[src/rtl/mult_div_unit.sv]
// Iterative signed/unsigned multiply/divide unit with HI/LO result registers.
// Multiply is shift-add on magnitudes, divide is restoring shift-subtract on
// magnitudes; signs are re-applied in a single FIX cycle before HI/LO update.
module mult_div_unit #(
  parameter int WIDTH          = 32,
  parameter int BITS_PER_CYCLE = 1
) (
  input  logic             i_clock,
  input  logic             i_reset,
  input  logic             i_start,
  input  logic [1:0]       i_op,
  input  logic [WIDTH-1:0] i_a,
  input  logic [WIDTH-1:0] i_b,
  input  logic             i_cancel,
  output logic             o_busy,
  output logic             o_done,
  output logic             o_div_zero,
  output logic [WIDTH-1:0] o_hi,
  output logic [WIDTH-1:0] o_lo
);

  localparam int N  = WIDTH / BITS_PER_CYCLE;
  localparam int CW = $clog2(N + 1);

  localparam logic [CW-1:0]      CNT_ONE  = {{(CW-1){1'b0}}, 1'b1};
  localparam logic [CW-1:0]      CNT_LAST = CW'(N - 1);
  localparam logic [WIDTH-1:0]   ONE_W    = {{(WIDTH-1){1'b0}}, 1'b1};
  localparam logic [2*WIDTH-1:0] ONE_2W   = {{(2*WIDTH-1){1'b0}}, 1'b1};
  localparam logic [WIDTH-1:0]   ZERO_W   = {WIDTH{1'b0}};

  typedef enum logic [1:0] {
    ST_IDLE = 2'd0,
    ST_RUN  = 2'd1,
    ST_FIX  = 2'd2
  } state_t;

  // Two's complement negation helpers.
  function automatic logic [WIDTH-1:0] f_neg_w(input logic [WIDTH-1:0] x);
    f_neg_w = ~x + ONE_W;
  endfunction

  function automatic logic [2*WIDTH-1:0] f_neg_2w(input logic [2*WIDTH-1:0] x);
    f_neg_2w = ~x + ONE_2W;
  endfunction

  // Control / datapath state
  state_t             r_state;
  logic [CW-1:0]      r_cnt;
  logic               r_is_div;
  logic               r_neg_res;   // product or quotient must be negated
  logic               r_neg_rem;   // remainder must be negated (dividend sign)
  logic [WIDTH-1:0]   r_opb;       // |b|: multiplicand or divisor
  logic [2*WIDTH-1:0] r_acc;       // MULT {partial, multiplier}; DIV {remainder, quotient}
  logic               r_busy;
  logic               r_done;
  logic               r_div_zero;
  logic [WIDTH-1:0]   r_hi;
  logic [WIDTH-1:0]   r_lo;

  // Combinational nets
  state_t             w_state_nxt;
  logic               w_load;
  logic               w_step;
  logic               w_commit;
  logic               w_dz_hit;
  logic               w_signed_op;
  logic               w_a_neg;
  logic               w_b_neg;
  logic [WIDTH-1:0]   w_a_mag;
  logic [WIDTH-1:0]   w_b_mag;
  logic               w_div_zero_req;
  logic               w_cnt_last;
  logic [2*WIDTH-1:0] w_acc_step;
  logic [WIDTH:0]     w_rem_sh;
  logic [WIDTH:0]     w_diff;
  logic [WIDTH:0]     w_sum;
  logic [2*WIDTH-1:0] w_prod;
  logic [WIDTH-1:0]   w_quot;
  logic [WIDTH-1:0]   w_rem;
  logic [WIDTH-1:0]   w_res_hi;
  logic [WIDTH-1:0]   w_res_lo;

  // Operand decode: magnitudes and sign flags of the incoming operands.
  always_comb begin
    w_signed_op    = ~i_op[0];
    w_a_neg        = w_signed_op & i_a[WIDTH-1];
    w_b_neg        = w_signed_op & i_b[WIDTH-1];
    w_a_mag        = w_a_neg ? f_neg_w(i_a) : i_a;
    w_b_mag        = w_b_neg ? f_neg_w(i_b) : i_b;
    w_div_zero_req = i_op[1] & (i_b == ZERO_W);
    w_cnt_last     = (r_cnt == CNT_LAST);
  end

  // One clock worth of iteration: BITS_PER_CYCLE shift-add or shift-subtract steps.
  always_comb begin
    w_acc_step = r_acc;
    w_rem_sh   = {(WIDTH+1){1'b0}};
    w_diff     = {(WIDTH+1){1'b0}};
    w_sum      = {(WIDTH+1){1'b0}};
    for (int k = 0; k < BITS_PER_CYCLE; k++) begin
      if (r_is_div) begin
        // Remainder shifted left by one needs WIDTH+1 bits before the trial subtract.
        w_rem_sh = w_acc_step[2*WIDTH-1:WIDTH-1];
        w_diff   = w_rem_sh - {1'b0, r_opb};
        if (!w_diff[WIDTH]) begin
          w_acc_step = {w_diff[WIDTH-1:0], w_acc_step[WIDTH-2:0], 1'b1};
        end else begin
          w_acc_step = {w_rem_sh[WIDTH-1:0], w_acc_step[WIDTH-2:0], 1'b0};
        end
      end else begin
        w_sum      = {1'b0, w_acc_step[2*WIDTH-1:WIDTH]} +
                     (w_acc_step[0] ? {1'b0, r_opb} : {(WIDTH+1){1'b0}});
        w_acc_step = {w_sum, w_acc_step[WIDTH-1:1]};
      end
    end
  end

  // Sign correction of the finished magnitudes into HI/LO form.
  always_comb begin
    w_prod = r_neg_res ? f_neg_2w(r_acc) : r_acc;
    w_quot = r_neg_res ? f_neg_w(r_acc[WIDTH-1:0]) : r_acc[WIDTH-1:0];
    w_rem  = r_neg_rem ? f_neg_w(r_acc[2*WIDTH-1:WIDTH]) : r_acc[2*WIDTH-1:WIDTH];
    if (r_is_div) begin
      w_res_hi = w_rem;
      w_res_lo = w_quot;
    end else begin
      w_res_hi = w_prod[2*WIDTH-1:WIDTH];
      w_res_lo = w_prod[WIDTH-1:0];
    end
  end

  // Next-state and control strobes for the IDLE/RUN/FIX sequencer.
  always_comb begin
    w_state_nxt = r_state;
    w_load      = 1'b0;
    w_step      = 1'b0;
    w_commit    = 1'b0;
    w_dz_hit    = 1'b0;
    case (r_state)
      ST_IDLE: begin
        if (i_start) begin
          if (w_div_zero_req) begin
            w_dz_hit    = 1'b1;
            w_state_nxt = ST_IDLE;
          end else begin
            w_load      = 1'b1;
            w_state_nxt = ST_RUN;
          end
        end else begin
          w_state_nxt = ST_IDLE;
        end
      end
      ST_RUN: begin
        if (i_cancel) begin
          w_state_nxt = ST_IDLE;
        end else begin
          w_step = 1'b1;
          if (w_cnt_last) begin
            w_state_nxt = ST_FIX;
          end else begin
            w_state_nxt = ST_RUN;
          end
        end
      end
      ST_FIX: begin
        if (i_cancel) begin
          w_state_nxt = ST_IDLE;
        end else begin
          w_commit    = 1'b1;
          w_state_nxt = ST_IDLE;
        end
      end
      default: begin
        w_state_nxt = ST_IDLE;
      end
    endcase
  end

  // Sequencer state register.
  always_ff @(posedge i_clock or negedge i_reset) begin
    if (!i_reset) begin
      r_state <= ST_IDLE;
    end else begin
      r_state <= w_state_nxt;
    end
  end

  // Operand capture and iteration datapath.
  always_ff @(posedge i_clock or negedge i_reset) begin
    if (!i_reset) begin
      r_cnt     <= {CW{1'b0}};
      r_is_div  <= 1'b0;
      r_neg_res <= 1'b0;
      r_neg_rem <= 1'b0;
      r_opb     <= ZERO_W;
      r_acc     <= {(2*WIDTH){1'b0}};
    end else if (w_load) begin
      // Both ops iterate over |a| in the low half with |b| as the other operand.
      r_cnt     <= {CW{1'b0}};
      r_is_div  <= i_op[1];
      r_neg_res <= w_a_neg ^ w_b_neg;
      r_neg_rem <= w_a_neg;
      r_opb     <= w_b_mag;
      r_acc     <= {ZERO_W, w_a_mag};
    end else if (w_step) begin
      r_cnt <= r_cnt + CNT_ONE;
      r_acc <= w_acc_step;
    end
  end

  // Registered handshake outputs and HI/LO result registers.
  always_ff @(posedge i_clock or negedge i_reset) begin
    if (!i_reset) begin
      r_busy     <= 1'b0;
      r_done     <= 1'b0;
      r_div_zero <= 1'b0;
      r_hi       <= ZERO_W;
      r_lo       <= ZERO_W;
    end else begin
      r_busy     <= (w_state_nxt == ST_RUN) || (w_state_nxt == ST_FIX);
      r_done     <= w_commit | w_dz_hit;
      r_div_zero <= w_dz_hit;
      if (w_commit) begin
        r_hi <= w_res_hi;
        r_lo <= w_res_lo;
      end
    end
  end

  assign o_busy     = r_busy;
  assign o_done     = r_done;
  assign o_div_zero = r_div_zero;
  assign o_hi       = r_hi;
  assign o_lo       = r_lo;

endmodule

[config.mk]
export PLATFORM = sky130hd
export DESIGN_NAME = mult_div_unit
export DESIGN_NICKNAME = d
export VERILOG_FILES = /design/src/rtl/mult_div_unit.sv
export SDC_FILE = /design/constraint.sdc
export NUM_CORES = 1
export LEC_CHECK = 0
export BUFFER_PORTS_ARGS = -buffer_cell sky130_fd_sc_hd__buf_2
export CORE_ASPECT_RATIO = 0.7
export CORE_MARGIN = 5
export CORE_UTILIZATION = 60
export DETAILED_ROUTE_END_ITERATION = 10
export HOLD_SLACK_MARGIN = 0.02
export PLACE_DENSITY = 0.81
export SYNTH_ARGS = -nofsm -noshare
export SYNTH_HDL_FRONTEND = slang
export SYNTH_SLANG_ARGS = --single-unit
[constraint.sdc]
create_clock -name i_clock -period 8 [get_ports i_clock]
set_input_delay 0.8 -clock i_clock [delete_from_list [all_inputs] [get_ports i_clock]]
set_output_delay 0.8 -clock i_clock [all_outputs]
set_load 0.02 [all_outputs]
==> impl_results.rst <==
.. list-table::
   :header-rows: 1

   * - Metric
     - Value
   * - Post-place instance area
     - 14820 um2
   * - Crit. path cell count
     - 14
   * - Sequential share of the synthesized area
     - between 30 and 40%
   * - Combined global-route utilization of all metal layers
     - a little under a third
   * - Synthesis-stage register bit count
     - roughly 170
   * - Detailed placer's ending HPWL
     - 32.64 mm
   * - Grt ovf
     - 0
   * - Number of buffers inserted by post-CTS setup repair
     - 0
   * - Worst slew margin relative to its limit
     - under 10%
   * - Antenna violations before repair
     - 0
   * - Post-Route Setup TNS
     - 0 ns
   * - Total length of routed wires
     - between 40 and 50 mm
   * - Sequence of cells on the critical path
     - buf_2, inv_1, ha_1, nor4b_1, nand2_1, nor4_2, and3_4, nand4b_4, and2_2, buf_4, nor2_8, inv_1, o22ai_1, a21oi_1
   * - IO Count
     - between 100 and 150
   * - Critical path fanouts, max
     - just under 80
   * - Static leakage
     - approximately 6.9 nW
   * - Fraction of power consumed by sequential logic
     - between 20 and 30%
   * - Clock Sinks
     - about 170
   * - Final net count
     - 1958
   * - Filler Cell Count
     - slightly above 2000
   * - Ratio of routed vias to standard cells
     - 6.287
   * - Number of cell instances on the worst register-to-register path
     - 12
   * - CP arrival
     - 4.61 ns
   * - Root Buffer
     - clkbuf_16
   * - Via count of the first global-routing pass
     - 12300
   * - Area overhead of the layout relative to synthesis
     - 8.826%
   * - Number of DRC markers in iteration 0
     - between 1500 and 2000
   * - Number of distinct library cells after synthesis
     - ~80
   * - Highest achievable clock rate
     - roughly 230 MHz
   * - Required arrival time at the worst endpoint
     - roughly 8.3 ns
   * - Portion of synthesized cell area occupied by the leading cell type
     - 30.78%
   * - Top post-synthesis cells by area
     - dfrtp_1 (31%), o21ai_0 (7.3%), ha_1 (6.1%)
   * - Die Wd
     - between 150 and 200 um
   * - Unrepaired setup endpoints after global routing
     - no
   * - Clock insertion delay at the later pin of the skew report
     - 0.46 ns
   * - Clock-pin transition on the worst setup and hold timing paths
     - 0.07 ns
   * - Most area-hungry cell type in the Yosys netlist
     - dfrtp_1
   * - Post-Syn Instances
     - roughly 1800
   * - Internal reg-to-reg setup slack
     - roughly 3.9 ns
   * - Largest net degree at the start of global routing
     - ~110
   * - Total power per unit cell area
     - ~330 nW/um2
   * - Largest incremental delay on the critical path
     - about 0.64 ns
   * - Share of power burned in the clock network
     - 16.7%
   * - Met2 wire length
     - 17.58 mm
   * - Dominant cell by count in the synthesized netlist
     - nand2_1
   * - Global-route wire length before repair
     - between 60 and 70 mm
   * - Worst supply voltage drop on vdd
     - approximately 0.20 mV
   * - Hold Fails Final Rpt
     - 0
   * - Post-Synthesis Net Count
     - 1905
   * - Sw Share
     - between 40 and 50%
   * - Ys flop type
     - dfrtp_1
   * - Per-instance average area after synthesis
     - between 8 and 9 um2
   * - Number of resized instances in the post-cts repair step
     - 0
   * - Status
     - complete, no violations
   * - Setup Skew
     - between 0.01 and 0.015 ns
   * - Number of hold buffers added after CTS
     - 0
   * - Comb pwr share
     - a little over half
   * - Critical Path Slowest Stage Cell
     - nor4_2
   * - Net switching power
     - approximately 2.5 mW
   * - Final antenna diode count
     - 0
   * - Type of element launching the critical path
     - primary input
   * - Clock tree from TritonCTS
     - yes
   * - Clock period minus final worst setup slack
     - approximately 4.3 ns
   * - Number of synthesized flops with an enable pin
     - 0
   * - Critical Path Sink
     - r_acc[12]
   * - HP Class
     - primary input to async pin
   * - Worst R2R End
     - r_acc[56]
   * - Wire length the detailed router placed on met1
     - about 20 mm
   * - Htree depth
     - 4
   * - Critical path buffers and inverters
     - 4
   * - Pins over their slew limit
     - 0
   * - Global placer's final weighted congestion
     - 0.9806
   * - Post-synth top cells
     - nand2_1 (229), o21ai_0 (206), dfrtp_1 (174)
   * - 1st-pass router iterations
     - 5
   * - Total number of placement rows
     - between 40 and 50
   * - Internal
     - 2.549 mW
   * - Async SR Flop Fraction
     - 100.0%
   * - Final std cell area, no fill
     - ~15000 um2
   * - Most Frequent Cell on Critical Path
     - inv_1
   * - Core area
     - between 20000 and 25000 um2
   * - Overall die area
     - 26800 um2
   * - Final setup fails
     - 0
   * - Number of buffers created by CTS
     - 17
   * - Cell Area, Synth
     - between 10000 and 15000 um2
   * - Number of buffers added on ports
     - 136
   * - Count of maximum capacitance violations
     - 0
   * - Critical path endpoint category
     - flop
   * - Share of cells above drive strength 1
     - about 11%
   * - Vias after detailed routing
     - 13500
   * - Initial Util
     - roughly 60%
   * - Reg-to-reg startpoint
     - r_acc[0]
   * - Tightest Pin Transition
     - approximately 1.4 ns
   * - Setup crit start
     - i_b[0]
   * - Chip Height
     - between 100 and 150 um
   * - Post-route fraction of the period consumed by the critical path
     - a little over half
   * - Top Layer Used
     - met4
   * - Clock buffer depth
     - 2
   * - Met3 wire length
     - between 4 and 5 mm
   * - Final ANT Viol Nets
     - 0
   * - DRC Markers
     - 0
   * - Category of cells accounting for the largest share of critical-path delay
     - simple AND/OR/NAND/NOR gates
   * - Crit Path Class
     - primary input to flop
   * - Count of warnings emitted by yosys
     - 0
   * - Average wire length per cell after detail routing
     - around 20 um
==> layout by cell type, fill, tap and decap left out, drive strengths merged, types with 20 or more instances in the layout <==
cell type / instances
buf: 146
dfrtp: 174
xnor2: 79
nor3: 36
mux2i: 56
o211ai: 27
nor2: 138
a21oi: 119
nand3: 26
ha: 69
nand2: 229
o21ai: 213
a21o: 21
inv: 73
xor2: 95
nor4: 25
a22oi: 20
==> logic make-up (layout without fill, tap and decap cells) <==
family / Yosys count / count (layout) / synth area share, %
AND/OR/NAND/NOR: 582 / 582 / 19.82
AO/OA/AOI/OAI: 525 / 525 / 22.76
buffers and inverters: 179 / 245 / 5.289
XOR/XNOR: 174 / 174 / 10.77
flip-flops: 174 / 174 / 30.78
adder cells (fa/ha/maj): 71 / 71 / 6.385
multiplexers: 59 / 59 / 4.201
==> through the flow <==
step	hold slack (ns)	cells	power (mW)	util [%]	setup slack (ns)
2_1_floorplan	0.4422	1764	3.368	-	4.693
3_3_place_gp	0.4558	2116	4.052	63.32	3.515
3_5_place_dp	0.4673	2116	4.108	63.32	3.324
4_1_cts	0.3327	2148	4.963	65.78	3.786
5_1_grt	0.3584	2148	5.381	65.78	3.325
6_report	0.3020	2148	5.053	65.78	3.693
==> power by group through the flow <==
stage               Clock (mW)  Combinational [mW]  Sequential [mW]
floorplan                    0                2.16             1.20
global placement             0                2.61             1.44
detailed placement           0                2.67             1.44
CTS                      0.848                2.69             1.43
global route             0.889                3.02             1.47
finish                   0.843                2.75             1.46
==> layout make-up <==
type	instances	area (um2)	area share, %
clock buffer	17	425.4	2.763
tap	318	397.9	2.584
clock inverter	15	150.1	0.9752
timing repair buffer	146	762.0	4.949
inverter	67	251.5	1.633
multi-input combinational	1411	9054	58.81
sequential	174	4355	28.29
==> layer usage <==
| layer | vias to the layer above | global-route usage (%) |
|---|---|---|
| met1 | 6405 | 49.52 |
| met5 | - | 0 |
| met4 | 0 | 6.518 |
| met2 | 663 | 43.06 |
| met3 | 51 | 8.463 |
| li1 | 6385 | - |
==> registers in the layout, indices dropped and copies added, names as in the netlist <==
| signal | count |
|---|---|
| r_neg_rem | 1 |
| o_div_zero | 1 |
| r_opb | 32 |
| r_is_div | 1 |
| r_state | 2 |
| o_busy | 1 |
| o_done | 1 |
| o_lo | 32 |
| r_neg_res | 1 |
| r_cnt | 6 |
| r_acc | 64 |
| o_hi | 32 |
==> worst min path at each step <==
stage / slack, ns / start / cells past startpoint / endpoint
2_1_floorplan: 0.44 / r_cnt[5] / 1 / r_state[1]
3_3_place_gp: 0.46 / o_lo[25] / 2 / o_lo[25]
3_5_place_dp: 0.47 / o_lo[18] / 2 / o_lo[18]
4_1_cts: 0.33 / i_reset / 1 / r_opb[16]
5_1_grt: 0.36 / i_reset / 1 / r_opb[16]
6_report: 0.30 / i_reset / 1 / r_opb[16]
Power figures use the tool's default switching activity.
